$ cat config.mk
export PLATFORM = sky130hd
export DESIGN_NAME = msrv32_decode_stage
export DESIGN_NICKNAME = d
export VERILOG_FILES = /design/src/rtl/msrv32_pkg.sv /design/src/rtl/msrv32_imm_gen.sv /design/src/rtl/msrv32_decode_stage.sv
export SDC_FILE = /design/constraint.sdc
export NUM_CORES = 1
export LEC_CHECK = 0
export CAP_MARGIN = 15
export CORE_MARGIN = 5
export CORE_UTILIZATION = 45
export DETAILED_ROUTE_END_ITERATION = 16
export DONT_BUFFER_PORTS = 1
export PLACE_DENSITY_LB_ADDON = 0.25
export SETUP_SLACK_MARGIN = 0.5
export SYNTH_ARGS = -nofsm -noshare
export SYNTH_HDL_FRONTEND = slang
export SYNTH_SLANG_ARGS = --single-unit
export TNS_END_PERCENT = 100
$ cat constraint.sdc
create_clock -name ms_riscv32_mp_clk_in -period 3.81 [get_ports ms_riscv32_mp_clk_in]
set_clock_uncertainty 0.15 [all_clocks]
set_input_delay 0.9525 -clock ms_riscv32_mp_clk_in [delete_from_list [all_inputs] [get_ports ms_riscv32_mp_clk_in]]
set_output_delay 0.9525 -clock ms_riscv32_mp_clk_in [all_outputs]
set_load 0.01 [all_outputs]
$ cat src/rtl/msrv32_pkg.sv
// Shared RV32 decode constants: base opcodes, ALU funct3 encodings, ALU opcode type.
// Latency: none. It holds only constants and types.
// Backpressure: not applicable.
package msrv32_pkg;

    localparam logic [6:0] OPCODE_OP     = 7'b0110011;
    localparam logic [6:0] OPCODE_OP_IMM = 7'b0010011;
    localparam logic [6:0] OPCODE_LUI    = 7'b0110111;
    localparam logic [6:0] OPCODE_AUIPC  = 7'b0010111;

    localparam logic [2:0] FUNCT3_ADD  = 3'b000;
    localparam logic [2:0] FUNCT3_SLL  = 3'b001;
    localparam logic [2:0] FUNCT3_SLT  = 3'b010;
    localparam logic [2:0] FUNCT3_SLTU = 3'b011;
    localparam logic [2:0] FUNCT3_XOR  = 3'b100;
    localparam logic [2:0] FUNCT3_SRL  = 3'b101;
    localparam logic [2:0] FUNCT3_OR   = 3'b110;
    localparam logic [2:0] FUNCT3_AND  = 3'b111;

    localparam logic [6:0] FUNCT7_BASE = 7'b0000000;
    localparam logic [6:0] FUNCT7_ALT  = 7'b0100000;

    // Bit 3 selects subtract / arithmetic shift; bits 2:0 carry funct3.
    typedef logic [3:0] alu_opcode_t;

endpackage

$ cat src/rtl/msrv32_imm_gen.sv
// Builds the sign-extended I-immediate and the U-immediate from the upper instruction bits.
// Latency: combinational.
// Backpressure: none. Its outputs follow its inputs.
module msrv32_imm_gen (
    input  logic [31:12] instr_upper,
    output logic [31:0]  i_imm,
    output logic [31:0]  u_imm
);

    // I-type immediate is instr[31:20] sign-extended; U-type is instr[31:12] << 12.
    always_comb begin
        i_imm = {{20{instr_upper[31]}}, instr_upper[31:20]};
        u_imm = {instr_upper[31:12], 12'b0};
    end

endmodule

$ cat src/rtl/msrv32_decode_stage.sv
// Decodes RV32 OP / OP-IMM / LUI / AUIPC into registered ALU operands, opcode and writeback info.
// Latency: 1 cycle from an accepted instruction to valid_out.
// Backpressure: holds the output register while ready_in is low. Accepts a new instruction on the same edge the held one leaves.
module msrv32_decode_stage
    import msrv32_pkg::*;
(
    input  logic        ms_riscv32_mp_clk_in,
    input  logic        ms_riscv32_mp_rst_in,
    input  logic [31:0] instr_in,
    input  logic [31:0] pc_in,
    input  logic        instr_valid_in,
    output logic        ready_out,
    output logic [4:0]  rs1_addr_out,
    output logic [4:0]  rs2_addr_out,
    input  logic [31:0] rs1_data_in,
    input  logic [31:0] rs2_data_in,
    output logic [31:0] op_1_out,
    output logic [31:0] op_2_out,
    output logic [3:0]  alu_opcode_out,
    output logic [4:0]  rd_addr_out,
    output logic        wr_en_out,
    output logic        illegal_instr_out,
    output logic        valid_out,
    input  logic        ready_in,
    input  logic        flush_in,
    output logic [31:0] issue_count_out
);

    logic [6:0]  opcode;
    logic [2:0]  funct3;
    logic [6:0]  funct7;
    logic [4:0]  rd;
    logic [4:0]  shamt;
    logic [31:0] i_imm;
    logic [31:0] u_imm;

    logic        dec_legal;
    logic [31:0] dec_op_1;
    logic [31:0] dec_op_2;
    alu_opcode_t dec_alu;

    logic        capture;
    logic        transfer;

    assign opcode = instr_in[6:0];
    assign rd     = instr_in[11:7];
    assign funct3 = instr_in[14:12];
    assign funct7 = instr_in[31:25];
    assign shamt  = instr_in[24:20];

    assign rs1_addr_out = instr_in[19:15];
    assign rs2_addr_out = instr_in[24:20];

    assign ready_out = !valid_out || ready_in;
    assign capture   = instr_valid_in && ready_out && !flush_in;
    assign transfer  = valid_out && ready_in && !flush_in;

    msrv32_imm_gen u_imm_gen (
        .instr_upper (instr_in[31:12]),
        .i_imm       (i_imm),
        .u_imm       (u_imm)
    );

    // Decode the incoming instruction. Unsupported encodings leave every field at zero.
    always_comb begin
        dec_legal = 1'b0;
        dec_op_1  = 32'h0;
        dec_op_2  = 32'h0;
        dec_alu   = 4'b0000;
        case (opcode)
            OPCODE_OP: begin
                if (funct7 == FUNCT7_BASE ||
                    (funct7 == FUNCT7_ALT && (funct3 == FUNCT3_ADD || funct3 == FUNCT3_SRL))) begin
                    dec_legal = 1'b1;
                    dec_op_1  = rs1_data_in;
                    dec_op_2  = rs2_data_in;
                    dec_alu   = {funct7[5], funct3};
                end
            end
            OPCODE_OP_IMM: begin
                case (funct3)
                    FUNCT3_SLL: begin
                        if (funct7 == FUNCT7_BASE) begin
                            dec_legal = 1'b1;
                            dec_op_1  = rs1_data_in;
                            dec_op_2  = {27'b0, shamt};
                            dec_alu   = {1'b0, funct3};
                        end
                    end
                    FUNCT3_SRL: begin
                        if (funct7 == FUNCT7_BASE || funct7 == FUNCT7_ALT) begin
                            dec_legal = 1'b1;
                            dec_op_1  = rs1_data_in;
                            dec_op_2  = {27'b0, shamt};
                            dec_alu   = {instr_in[30], FUNCT3_SRL};
                        end
                    end
                    default: begin
                        dec_legal = 1'b1;
                        dec_op_1  = rs1_data_in;
                        dec_op_2  = i_imm;
                        dec_alu   = {1'b0, funct3};
                    end
                endcase
            end
            OPCODE_LUI: begin
                dec_legal = 1'b1;
                dec_op_2  = u_imm;
            end
            OPCODE_AUIPC: begin
                dec_legal = 1'b1;
                dec_op_1  = pc_in;
                dec_op_2  = u_imm;
            end
            default: begin
                dec_legal = 1'b0;
            end
        endcase
    end

    // Output register. Flush wins over capture and over transfer. Fields change only on capture.
    always_ff @(posedge ms_riscv32_mp_clk_in or posedge ms_riscv32_mp_rst_in) begin
        if (ms_riscv32_mp_rst_in) begin
            valid_out         <= 1'b0;
            op_1_out          <= 32'h0;
            op_2_out          <= 32'h0;
            alu_opcode_out    <= 4'b0000;
            rd_addr_out       <= 5'd0;
            wr_en_out         <= 1'b0;
            illegal_instr_out <= 1'b0;
        end else if (flush_in) begin
            valid_out <= 1'b0;
        end else if (capture) begin
            valid_out         <= 1'b1;
            op_1_out          <= dec_op_1;
            op_2_out          <= dec_op_2;
            alu_opcode_out    <= dec_alu;
            rd_addr_out       <= rd;
            wr_en_out         <= dec_legal && (rd != 5'd0);
            illegal_instr_out <= !dec_legal;
        end else if (valid_out && ready_in) begin
            valid_out <= 1'b0;
        end
    end

    // Count completed downstream transfers. The counter wraps naturally at 2^32.
    always_ff @(posedge ms_riscv32_mp_clk_in or posedge ms_riscv32_mp_rst_in) begin
        if (ms_riscv32_mp_rst_in) begin
            issue_count_out <= 32'h0;
        end else if (transfer) begin
            issue_count_out <= issue_count_out + 32'd1;
        end
    end

endmodule

==> impl_metrics.yaml <==
outcome:
  status: "finished clean"
cts:
  path_clk_slew_ns: 0.07
  cts_resized: 0
  cts_made_buffers: 9
  htreeDepth: 3
  postCtsSetupBuffers: 0
  cts_root_buf: "clkbuf_16"
  clockBufferDepth: 2
  clk_latency_ns: 0.35
  numClockSinks: 108
  cts_tree: "yes"
  hold_buffers: 0
synth:
  synth_top_cell_area_share: 0.5046
  synth_xor_area_frac: 0.05232
  yosys.cell_types.count: 54
  yosys.area_share.simple: 0.1736
  synth_area_per_cell_um2: 10.18
  synth_top_area_cell: "dfrtp_1"
  synth_ff_type: "dfrtp_1"
  yosysSeqAreaShare: 0.5046
  yosysMostFrequentCell: "dfrtp_1"
  synthTopCellsByArea: "dfrtp_1, a21oi_1, nand3_1"
  synthesis.area_um2: 5356
  synth_compound_area_frac: 0.2105
  ys_top_cells_by_count: "dfrtp_1, a21oi_1, nand3_1"
  syn-num-nets: 660
  synth_async_sr_flop_share: 1.000
  synth-seq-cells: 108
  synth_top_family_by_area: "compound AO/OA/AOI/OAI gates"
  synth_cells: 526
  synth_edf_count: 0
  synth_mux_area_frac: 0.002102
  synth_fa_ha_area_frac: 0.002336
  yosysWarnings: 0
timing:
  holdWs_ns: 0.4039
  max_freq_mhz: 389.5
  tightest_slew_ns: 0.9830
  maxSlewViolCount: 0
  final_hold_viol_count: 0
  setup_viol: 0
  period_minus_slack_ns: 2.567
  post-route-period-util: 0.6738
  relSlewSlack: 0.3433
  rsz0062_at_grt: "false"
  fin_tns_setup_ns: 0
finish:
  multiInputGateArea_um2: 2380
  diodes: 0
  fill_cells: 1052
  layout-drive-gt1-share: 0.09901
  seq_area_um2: 2703
  postLayoutCoreUtil: 0.4935
  nets: 634
  finalNonFillerCells: 648
  area_growth_pct: 6.540
  final_cell_area_um2: 5707
route:
  dr.pass1.iters: 5
  postRouteAntennaNets: 0
  vias_per_cell: 6.506
  wl_um: 15260
  wl_per_cell_um: 23.55
  num_vias: 4216
  drt_iter0_drc: 296
  drc_errors: 0
floorplan:
  start_util: 0.4632
  core_um2: 11560
  ios: 252
  die-area_um2: 14180
  die_x_um: 119.1
  die_h_um: 119.1
  rows: 39
global_routing:
  grt_first_pass_wirelength_um: 23680
  grt_pass1_vias: 4195
  grt_overflow: 0
  grt_max_degree: 45
  antenna_found_initial: 0
  grt_usage: 0.2076
job:
  drv_cap: 0
setup_path:
  crit_arrival_ns: 1.46
  worstSetupStartpointType: "primary input"
  crit_required_ns: 2.71
  crit_buf_inv: 1
  worst-setup-path-type: "in -> out"
  path_delay_family: "simple AND/OR/NAND/NOR gates"
  end_kind: "output port"
  worstPathCellList: "nor2b_1, inv_1"
  crit_fanout: 5
  cpPeakStageDelay_ns: 0.26
  cpMaxStageDelayCell: "nor2b_1"
placed_design:
  dpl.hpwl_um: 11030
  finalWeightedCongestion: 0.8297
  placed_cells: 632
  placedInstanceArea_um2: 5388
  io_buffer_count: 0
power:
  cellPowerDensity_nw_per_um2: 425.9
  leakagePower_nw: 2.387
  ir_worst_vdd_mv: 0.2086
hold_path:
  hp-class: "reg -> reg"
==> where the power goes <==
part           switching (mW)  internal [mW]
clock                   0.415          0.594
combinational           0.109         0.0560
sequential             0.0743           1.18
==> cell families (layout without fill, tap and decap cells) <==
logic type | after synthesis | in the layout
compound gates | 166 | 166
simple gates | 165 | 165
flops | 108 | 108
mux | 1 | 1
fa+ha+maj | 1 | 1
xor+xnor | 32 | 32
buf+inv | 53 | 32
==> final timing paths <==
path | start | end | slack, ns | cells past startpoint
worst min register to register | issue_count_out[26] | issue_count_out[26] | 0.40 | 1
worst max register to register | valid_out | op_1_out[18] | 1.30 | 6
min in group asynchronous | ms_riscv32_mp_rst_in | issue_count_out[7] | 0.53 | 1
max in group asynchronous | ms_riscv32_mp_rst_in | op_2_out[26] | 2.13 | 2
worst max-delay path | ready_in | ready_out | 1.24 | 2
worst min-delay path | issue_count_out[26] | issue_count_out[26] | 0.40 | 1
==> area by class of cell <==
type,count,area share
clock buffer,12,0.04319
clock inverter,4,0.01272
inverter,6,0.004604
multi-input combinational,365,0.4170
sequential,108,0.4736
tap,143,0.03135
timing repair buffer,10,0.01754
==> flip-flops by register name, indices dropped and copies added, names as in the netlist <==
signal,count
wr_en_out,1
illegal_instr_out,1
op_1_out,32
issue_count_out,32
valid_out,1
rd_addr_out,5
alu_opcode_out,4
op_2_out,32
==> layer usage <==
layer	GRT usage	routed length, um	up-vias
li1	-	-	1898
met1	0.2568	5988	2087
met2	0.3409	7423	214
met3	0.06825	1529	17
met4	0.07386	320	0
met5	0	0	-
==> stage by stage <==
stage                     setup WS (ns)  power (mW)
final                             1.243       2.431
after global placement           0.9761       1.440
after CTS                         1.246       2.460
after floorplan                   1.387       1.405
after global routing              1.151       2.539
after detailed placement         0.9167       1.446
==> cells in the final DEF (no fill, tap or decap), types with 4 or more instances in the layout <==
master and count:
nor3_1 5, a31o_2 6, a32o_1 16, clkbuf_16 9, nor2_1 10, nand3_1 51
nand2b_1 5, a31o_1 10, a32oi_1 25, inv_1 5, xnor2_1 23, and4_1 5
a21oi_1 62, nand2_1 43, dfrtp_1 108, o21ai_1 21, xor2_1 9, buf_4 8
and2_1 4, nor2b_1 4, o21ai_0 10, nand4_1 11
Power figures use the tool's default switching activity.
